**src/rtl/demux1x2_stream.sv**
```systemverilog
// Routes one upstream stream into two independent 2-deep FIFO channels chosen by in_sel.
// Each channel back-pressures only the words addressed to it; outputs are driven straight from registers.
module demux1x2_stream #(
    parameter int N = 32
) (
    input  logic         clk,
    input  logic         rst_n,
    input  logic         in_valid,
    output logic         in_ready,
    input  logic         in_sel,
    input  logic [N-1:0] in_data,
    output logic         out0_valid,
    input  logic         out0_ready,
    output logic [N-1:0] out0_data,
    output logic         out1_valid,
    input  logic         out1_ready,
    output logic [N-1:0] out1_data,
    output logic [1:0]   cnt0,
    output logic [1:0]   cnt1
);

    logic [1:0]   ch_ready;
    logic [1:0]   ch_valid;
    logic [1:0]   ch_full;
    logic [N-1:0] ch_data [2];
    logic [1:0]   ch_cnt  [2];

    assign ch_ready = {out1_ready, out0_ready};

    // Ready looks only at the addressed channel's occupancy, never at downstream ready.
    assign in_ready = ~ch_full[in_sel];

    genvar gi;
    generate
        for (gi = 0; gi < 2; gi++) begin : g_ch
            logic [N-1:0] mem_reg [2];
            logic         wptr_reg;
            logic         rptr_reg;
            logic [1:0]   cnt_reg;
            logic         push;
            logic         pop;

            assign push = in_valid && !ch_full[gi] && (in_sel == 1'(gi));
            assign pop  = ch_valid[gi] && ch_ready[gi];

            always_ff @(posedge clk or negedge rst_n) begin
                if (!rst_n) begin
                    mem_reg[0] <= '0;
                    mem_reg[1] <= '0;
                    wptr_reg   <= 1'b0;
                    rptr_reg   <= 1'b0;
                    cnt_reg    <= 2'd0;
                end else begin
                    if (push) begin
                        mem_reg[wptr_reg] <= in_data;
                        wptr_reg          <= ~wptr_reg;
                    end
                    if (pop) begin
                        rptr_reg <= ~rptr_reg;
                    end
                    case ({push, pop})
                        2'b10:   cnt_reg <= cnt_reg + 2'd1;
                        2'b01:   cnt_reg <= cnt_reg - 2'd1;
                        default: cnt_reg <= cnt_reg;
                    endcase
                end
            end

            assign ch_full[gi]  = (cnt_reg == 2'd2);
            assign ch_valid[gi] = (cnt_reg != 2'd0);
            assign ch_data[gi]  = mem_reg[rptr_reg];
            assign ch_cnt[gi]   = cnt_reg;
        end
    endgenerate

    assign out0_valid = ch_valid[0];
    assign out1_valid = ch_valid[1];
    assign out0_data  = ch_data[0];
    assign out1_data  = ch_data[1];
    assign cnt0       = ch_cnt[0];
    assign cnt1       = ch_cnt[1];

endmodule

```
**config.mk**
```make
export PLATFORM = sky130hd
export DESIGN_NAME = demux1x2_stream
export DESIGN_NICKNAME = d
export VERILOG_FILES = /design/src/rtl/demux1x2_stream.sv
export SDC_FILE = /design/constraint.sdc
export NUM_CORES = 1
export LEC_CHECK = 0
export CAP_MARGIN = 5
export CORE_AREA = 3 3 140 108
export DETAILED_ROUTE_END_ITERATION = 12
export DIE_AREA = 0 0 143 111
export PLACE_DENSITY = 0.67
export SLEW_MARGIN = 20
export SYNTH_ARGS = -nofsm -noshare
export SYNTH_HDL_FRONTEND = slang
export SYNTH_SLANG_ARGS = --single-unit
```
**constraint.sdc**
```tcl
create_clock -name clk -period 2 [get_ports clk]
set_input_delay 0.4 -clock clk [delete_from_list [all_inputs] [get_ports clk]]
set_output_delay 0.4 -clock clk [all_outputs]
set_load 0.005 [all_outputs]
```
======== After elaboration in Yosys (flattened, before gate mapping) ========
Cells that the tools add are included.
storage, ports and cells
  register bits after elaboration ......... 136
  input port bits ......................... 38
operators by class
  $add $sub $neg .......................... 4
  order comparisons ....................... 7
  equality and inequality tests ........... 6
  muxes and demuxes ....................... 16
  bitwise logic cells ..................... 10
  reductions and logical operators ........ 14
operators by type and width
  cell                                                 number
  2-to-1 mux 32 bit                                    8
  bitwise mux 64 bit                                   2
  demux 32 bit (select 1 bit)                          2
  == test 2 bit (second input constant)                4
  >= comparator 2 bit (second input constant)          4
  logical AND 1 bit                                    8
  inverter 1 -> 2 bit                                  4
  case mux 2 bit (2 select lines)                      2
  nonzero test 2 bit                                   4
  inverter 1 bit                                       6
  adder 2 x 1 -> 2 bit (second input constant)         2
  == test 2 x 1 -> 1 bit (second input constant)       2
  < comparator 2 x 1 -> 1 bit (second input constant)  2
  subtractor 2 x 1 -> 2 bit (second input constant)    2
  logical NOT 1 bit                                    2
  < comparator 1 x 2 -> 1 bit (second input constant)  1
  2-to-1 mux 1 bit                                     2

======== Depth between registers and ports, before layout ========
Gate-level depths: netlist (run 1).
  word-level depth ........................ 6
  depth in mapped cells ................... 6
  mapped depth without buffers ............ 6

======== Least setup slack after synthesis (run 1) ========
Ideal clock, no wire load.
  path type ............................... reg2reg
  from .................................... register g_ch[1].cnt_reg[0] (netlist: cnt1[0])
  to ...................................... register g_ch[1].cnt_reg[1] (netlist: cnt1[1])
  library setup time ...................... 0.079 ns
  arrival time ............................ 1.498 ns
  setup slack ............................. 0.423 ns
  cell stages (with the launch flop) ...... 6
  path through ............................ dfrtp_1 > or2_2 > and2_1 > ha_1 > nor2_1 > xor2_1
between the ends
  elaborated cells between the ends (all ways) .. 12
RTL lines
  what                                                                          line  source
  start: declaration                                                            39    logic [1:0] cnt_reg;
  start signal: assignment                                                      62    2'b10: cnt_reg <= cnt_reg + 2'd1;
  start signal: assignment                                                      63    2'b01: cnt_reg <= cnt_reg - 2'd1;
  start signal: assignment                                                      64    default: cnt_reg <= cnt_reg;
  nonzero test 2 bit *                                                          70    assign ch_valid[gi] = (cnt_reg != 2'd0);
  via out1_valid                                                                15    output logic out1_valid,
  logical AND 1 bit *                                                           44    assign pop = ch_valid[gi] && ch_ready[gi];
  via g_ch[1].pop                                                               41    logic pop;
  == test 2 x 1 -> 1 bit / == test 2 bit (equally long branches)                61    case ({push, pop})
  case mux 2 bit (2 select lines) / nonzero test 2 bit (equally long branches)  n/a
Mark *: on every way through the listed nets, which the timed path passes. The rest lies on a longest branch.
A chain may end at the register's enable or synchronous reset.

======== Worst setup path after layout (run 1) ========
  from .................................... register g_ch[0].rptr_reg
  to ...................................... output out0_data[8]
between the ends
  word-level cells in the longest chain between the ends .. 4
RTL lines
  what                                                   line  source
  start: declaration                                     38    logic rptr_reg;
  start signal: assignment                               59    rptr_reg <= ~rptr_reg;
  inverter 1 -> 2 bit (implied by the code)              71    assign ch_data[gi] = mem_reg[rptr_reg];
  2-to-1 mux 32 bit (implied by the code) (3 in series)  71
  end: declaration                                       14    output logic [N-1:0] out0_data,
No other way between the ends. The select of a mux whose other input is x is not followed.

==> summary.txt, run 1 <==
Synth
  – Top cell type's share of synthesized area: between 50% and 60%
  – Main flop type after synthesis: dfrtp_1
  – Seq/Total Area, Yosys: a little under three fifths
  – Largest family of logic cells by synthesized area: multiplexers
  – Mapped Nets: roughly 420
  – Synth area leader: dfrtp_1
  – Xor and xnor area share after synthesis: between 1 and 1.5%
  – Area share of fa/ha/maj cells after synthesis: less than 1%
  – EDFF count, synth: 0
  – FF+latch count, synth: between 100 and 150
  – Yosys cell types: 24
  – Synth warn: 0
  – Mapped Cells: 379
  – Post-Synth Simple-Gate Area: between 2 and 2.5%
  – Mean post-synth cell area: ~16 um2
  – Commonest cells in the synthesized netlist: mux2_2, dfrtp_1, buf_2
  – Synth area leaders: dfrtp_1, mux2_2, buf_6, mux2_1, xnor2_1
  – Compound-Gate Fraction of Synth Area: less than 1%
  – Syn Std Cell Area: about 0.0060 mm2
  – Synth async-reset ratio: 100%
  – Most instantiated library cell after synthesis: mux2_2
  – Mux cell area share after synthesis: a little over a third

Place
  – Buffers on Ports: ~110
  – GPL Wtd Cong: ~0.75
  – Hpwl dp: 8590 um

CTS
  – CTS Buf Count: 17
  – CTS sink count: 136
  – Number of H-tree levels: 4
  – Root Driver: clkbuf_16
  – CTS tree: done
  – Clock latency on the worst-skew pair: 0.41 ns
  – Clock slew at reported path FFs: about 0.060 ns
  – Worst-case clock buffer depth: 2

STA
  – Max_slew headroom: between 70% and 80%
  – Max Slew Vio Count: 0
  – Period minus WS final: roughly 2.1 ns
  – Worst setup margin: -0.0608 ns
  – Setup Skew: 0.00572 ns
  – Final hold viol count: 0
  – Highest clock rate: 485 MHz
  – Worst-Margin Slew: approximately 0.42 ns
  – Final worst-path cycle share: 103%
  – RSZ-0062 raised after global routing: true
  – Final setup vio count: 33
  – WHS: around 0.47 ns

Floorplan
  – Row Count: 37
  – CORE AREA: approximately 0.014 mm2
  – Die Y: approximately 110 um
  – Die width: ~140 um
  – Die area: 0.0159 mm2
  – Top Ports: approximately 110
  – Initial core utilization: a little over two fifths

Finish
  – Final #Nets: around 570
  – Area Overhead vs Synth: 39.8%
  – Multi-input logic area: about 0.0025 mm2
  – Max reg flops: approximately 130
  – Fillers: between 1000 and 1500
  – Fraction of final layout cells sized beyond drive strength 1: 59.9%
  – ANT cells: 0
  – Reg area: 0.00341 mm2
  – Final core utilization: 60.6%

Power
  – PwrDens: between 1500 and 2000 mW/mm2
  – Peak supply drop: 0.804 mV
  – Total chip power: 15.3 mW
  – Leakage power total: between 3 and 4 nW

Routing
  – DRT Pass-1 Iters: 4
  – DRC viols: 0
  – Initial DRC Count: 88
  – Total detailed-routing wirelength: 13900 um
  – Per-cell routed wire length: 19.5 um
  – Vias per cell: 5.11
  – Vias: roughly 3600
  – Post-DRT Antenna Nets: 0

Global routing
  – Antenna violations before repair: 0
  – Grt met1 use: about a quarter
  – Largest net degree at the start of global routing: 45
  – Overall global routing resource usage: between 10% and 20%
  – GRT Residual Overflow: 0
  – GR peak layer: met2
  – Met2 global-route usage: approximately 28%
  – Vias in the first global route: between 4000 and 5000
  – Met3 usage: around 5.6%
  – Global-route wire length before repair: 22300 um

Worst setup path
  – Crit path capture type: output port
  – CP arrival: roughly 1.7 ns
  – Worst EP required: approximately 1.6 ns
  – Critical path's slowest cell: dfrtp_2
  – WS Path Type: flip-flop to output port
  – Worst Setup Start Kind: flip-flop
  – Worst setup path start: g_ch[0].rptr_reg
  – Crit-path leading delay family: buffers and inverters
  – CP peak stage delay: 0.45 ns
  – CP max FO: 4
  – Worst path buffer plus inverter count: 4
  – Crit path cell chain: buf_6 -> buf_8 -> buf_12 -> mux2_4 -> buf_6
  – Critical Path Most Common Cell: buf_6
  – Reg2Reg Launch Point: cnt1[1]

Min path
  – Worst min path class: input pin to async pin

Run status
  – Status: finished, violations left
  – Failing checks: negative setup slack

Job
  – Max cap viols: 0
==> where the power goes <==
| part | total (mW) | internal, mW | switching (mW) |
|---|---|---|---|
| clock | 3.59 | 2.39 | 1.20 |
| sequential | 4.90 | 4.17 | 0.726 |
| combinational | 6.80 | 4.38 | 2.42 |
| total | 15.3 | 10.9 | 4.34 |
==> layout make-up <==
class	instances	area share [%]
sequential	136	40.9
tap	175	2.63
clock buffer	19	5.32
timing repair buffer	149	18.4
multi-input combinational	222	30.0
clock inverter	13	2.85
==> final timing paths <==
check | end | slack, ns | cells after the start
min in group clk | g_ch[1].mem_reg[37] | 0.49 | 1
hold / removal | cnt0[1] | 0.47 | 2
hold reg to reg | g_ch[1].mem_reg[37] | 0.49 | 1
setup / recovery | out0_data[8] | -0.06 | 5
setup reg to reg | cnt1[1] | 0.26 | 6
max in group asynchronous | g_ch[1].mem_reg[12] | 0.93 | 3
==> what timing repair did <==
item / 4_1_cts / 5_1_grt
hold buffers: 1 / 0
gates cloned: 4 / 2
buffers inserted: 20 / 4
hold endpoints to repair: 39 / 0
setup endpoints to repair: 67 / 62
gates resized for setup: 262 / 21
==> worst reg2reg max path, cell delays in order (launching register included) <==
cell and delay [ns]:
dfrtp_1 0.40, buf_4 0.14, or2_2 0.27, and2_1 0.22, ha_1 0.34, nor2_1 0.14
xor2_1 0.16
==> cell families (layout without fill, tap and decap cells) <==
logic type	count (synthesis)	after routing
muxes	192	192
DFF	136	136
buffers and inverters	21	181
and+or+nand+nor	17	17
xor gates and xnor gates	10	10
adders and majority gates	2	2
AOI/OAI and AO/OA	1	1
==> metal layers <==
metal	part of all wire, %	up-vias
li1	-	1671
met1	47	1888
met2	47	76
met3	5.3	14
met4	0.83	0
met5	0	-
==> per-stage QoR <==
| stage | instance area (um2) | instances | setup WS, ns | setup TNS [ns] |
|---|---|---|---|---|
| after detailed placement | 7410 | 659 | -0.0234 | -0.297 |
| final | 8330 | 714 | -0.0608 | -1.07 |
| after global routing | 8330 | 714 | -0.110 | -2.95 |
| after global placement | 7410 | 659 | -0.0207 | -0.0563 |
| after CTS | 8320 | 716 | -0.139 | -2.05 |
| after floorplan | 5960 | 379 | 0.423 | 0 |
==> layout by cell type (no fill, tap or decap), types with 2 or more instances in the layout <==
cell type        count
buf_12              14
clkbuf_16           19
ha_1                 2
dfrtp_2              3
bufinv_16            6
nor2_1               3
clkbuf_2             2
mux2_4              21
clkinv_4             2
buf_6               29
mux2_2             166
xnor2_1              6
inv_6                4
buf_2               27
clkdlybuf4s50_1     40
buf_4               15
clkdlybuf4s15_2      3
dfrtp_1            133
dlygate4sd2_1       12
and2_1               2
xor2_1               4
mux2_1               5
or2_2                2
Power figures use the tool's default switching activity.
==> run 2, diff against run 1 <==
--- a/config.mk
+++ b/config.mk
@@ -9,6 +9,7 @@
 export CORE_AREA = 3 3 140 108
 export DETAILED_ROUTE_END_ITERATION = 12
 export DIE_AREA = 0 0 143 111
+export GPL_TIMING_DRIVEN = 0
 export PLACE_DENSITY = 0.67
 export SLEW_MARGIN = 20
 export SYNTH_ARGS = -nofsm -noshare
==> summary.txt, run 2 (synthesis results as in run 1) <==
CTS
  – CTS Buf Count: 17 (unchanged)
  – CTS sink count: 136 (unchanged)
  – Clock latency on the worst-skew pair: 0.41 ns (about the same)
  – Root Driver: clkbuf_16
  – Number of H-tree levels: 4 (unchanged)
  – Clock slew at reported path FFs: 0.05 ns (about the same)
  – Worst-case clock buffer depth: 2 (unchanged)
  – CTS tree: done

Worst setup path
  – Worst EP required: 1.60 ns (about the same)
  – Worst path buffer plus inverter count: 4 (unchanged)
  – CP arrival: 1.64 ns (-0.02 ns)
  – Critical path's slowest cell: dfrtp_2
  – R2r setup slk: 0.22 ns (-0.04 ns)
  – CP peak stage delay: 0.44 ns (about the same)
  – Crit path cell chain: buf_12 -> buf_16 -> buf_6 -> mux2_4 -> buf_6
  – Critical Path Most Common Cell: buf_6
  – Reg2Reg Launch Point: cnt1[1]
  – Crit path capture type: output port
  – WS Path Type: flip-flop to output port
  – CP max FO: 5 (+1)
  – Worst Setup Start Kind: flip-flop
  – Crit-path leading delay family: buffers and inverters
  – R2R depth: 4 (-2)
  – Reg2reg end: g_ch[1].mem_reg[54]

STA
  – Setup TNS: -0.383 ns (+0.686 ns)
  – Final setup vio count: 14 (-58%)
  – Highest clock rate: 489 MHz (+0.81%)
  – RSZ-0062 raised after global routing: true
  – Setup Skew: 0.00462 ns (-0.00110 ns)
  – Final hold viol count: 0 (unchanged)
  – Max Slew Vio Count: 0 (unchanged)
  – Worst setup margin: -0.0441 ns (+0.0167 ns)
  – Period minus WS final: 2.04 ns (-0.0167 ns)
  – Worst-Margin Slew: 0.491 ns (+0.0725 ns)
  – Final worst-path cycle share: 102% (-0.83 points)
  – Max_slew headroom: 67.1% (-5.0 points)

Global routing
  – GRT Residual Overflow: 0 (unchanged)
  – Global-route wire length before repair: 22400 um (+0.21%)
  – Overall global routing resource usage: 18.3% (about the same)
  – Largest net degree at the start of global routing: 75 (+67%)
  – Vias in the first global route: 4089 (+0.15%)
  – Antenna violations before repair: 0 (unchanged)

Floorplan
  – Die Y: 111 um (unchanged)
  – Top Ports: 109 (unchanged)
  – Die area: 0.0159 mm2 (unchanged)
  – Initial core utilization: 43.3% (unchanged)
  – Row Count: 37 (unchanged)
  – Die width: 143 um (unchanged)
  – CORE AREA: 0.0137 mm2 (unchanged)

Finish
  – Most frequent cells in the layout: mux2_2, dfrtp_1, buf_6
  – Fraction of final layout cells sized beyond drive strength 1: 62.2% (+2.3 points)
  – Most common cell after layout, fill and taps aside: mux2_2
  – Final #Nets: 577 (+1.9%)
  – Fillers: 1013 (-1.8%)
  – ANT cells: 0 (unchanged)
  – Area Overhead vs Synth: 40.4%
  – Max reg flops: 128 (unchanged)

Routing
  – Total detailed-routing wirelength: 13700 um (-2.0%)
  – Vias: 3644 (-0.14%)
  – Post-DRT Antenna Nets: 0 (unchanged)
  – DRT Pass-1 Iters: 4 (unchanged)
  – Per-cell routed wire length: 18.8 um (-3.5%)
  – DRC viols: 0 (unchanged)
  – Vias per cell: 5.03 (-1.7%)
  – Initial DRC Count: 88 (unchanged)

Job
  – Max cap viols: 0 (unchanged)

Place
  – Hpwl dp: 9040 um (+5.3%)
  – GPL Wtd Cong: 0.728 (-3.5%)
  – Buffers on Ports: 108 (unchanged)

Power
  – Total chip power: 15.3 mW (+0.24%)
  – Leakage power total: 3.76 nW (+1.4%)
  – PwrDens: 1830 mW/mm2 (-0.18%)
  – Peak supply drop: 0.858 mV (+6.6%)

Min path
  – Worst min path class: flip-flop to flip-flop
  – Hold Path Depth: 1
  – WHS Endpoint: g_ch[1].mem_reg[38]
  – Hold path startpoint: g_ch[1].mem_reg[38]

Run status
  – Status: finished, violations left
  – Failing checks: negative setup slack
## run 2: cell count changes in the layout (fill, tap and decap cells not counted), sizes merged
cell           previous run  this run
clkinvlp                  0         3
buf                      87       105
clkdlybuf4s50            40        39
inv                       4         1
bufinv                    6         3
clkinv                    3         4
clkdlybuf4s15             4         2
dlygate4sd2              12         3
clkbuf                   23        30
## run 2: layer usage
layer	global-route usage (%)	share of wire (%)
met2	28.4	47
met5	0	0
met1	25.1	47
met3	5.78	5.2
met4	4.75	0.62
## run 2: worst max-delay path by stage
stage	from	endpoint	slack [ns]	cells past startpoint
final	g_ch[0].rptr_reg	out0_data[5]	-0.04	5
after CTS	g_ch[1].rptr_reg	out1_data[26]	-0.16	5
after floorplan	cnt1[0]	cnt1[1]	0.42	5
after detailed placement	in_sel	g_ch[1].mem_reg[55]	-0.33	5
after global routing	g_ch[0].rptr_reg	out0_data[5]	-0.08	5
after global placement	rst_n	g_ch[1].mem_reg[17]	-4.57	1
## run 2: cell type report
| type | count | area [um2] | area share [%] |
|---|---|---|---|
| plain buffers | 17 | 180 | 2.15 |
| clock inverters | 11 | 145 | 1.73 |
| clock buffers | 21 | 470 | 5.62 |
| multi-input cells | 222 | 2530 | 30.2 |
| flip-flops and latches | 136 | 3410 | 40.7 |
| well taps | 175 | 219 | 2.62 |
| repair buffers | 143 | 1420 | 16.9 |
## run 2: per-stage QoR
stage,cell area (um2),worst slack [ns],hold WS (ns),utilization [%],std cells
6_report,8370,-0.0441,0.490,60.9,725
5_1_grt,8370,-0.0843,0.516,60.9,725
4_1_cts,8290,-0.163,0.491,60.3,726
3_5_place_dp,7290,-0.326,0.365,53.0,663
3_3_place_gp,7260,-4.57,0.464,52.8,662
2_1_floorplan,5960,0.423,0.104,-,379
## run 2: timing repair
item,4_1_cts,5_1_grt
pin swaps,1,0
setup buffers,28,2
resized for setup,314,40
hold endpoints to repair,62,0
cloned,5,0
hold buffers,1,0
endpoints found under the setup margin,67,37
## run 2: power breakdown
part / leakage [nW] / internal, mW / switching (mW)
combinational: 1.85 / 4.76 / 2.46
clock: 0.295 / 2.06 / 1.14
sequential: 1.61 / 4.18 / 0.727
## run 2: worst reg2reg max path: cells and delay by family, from the launching register on
kind	cells	cell delay, ns
buffers and inverters	1	0.30
flip-flops	1	0.40
multiplexers	1	0.36
AND/OR/NAND/NOR	2	0.60
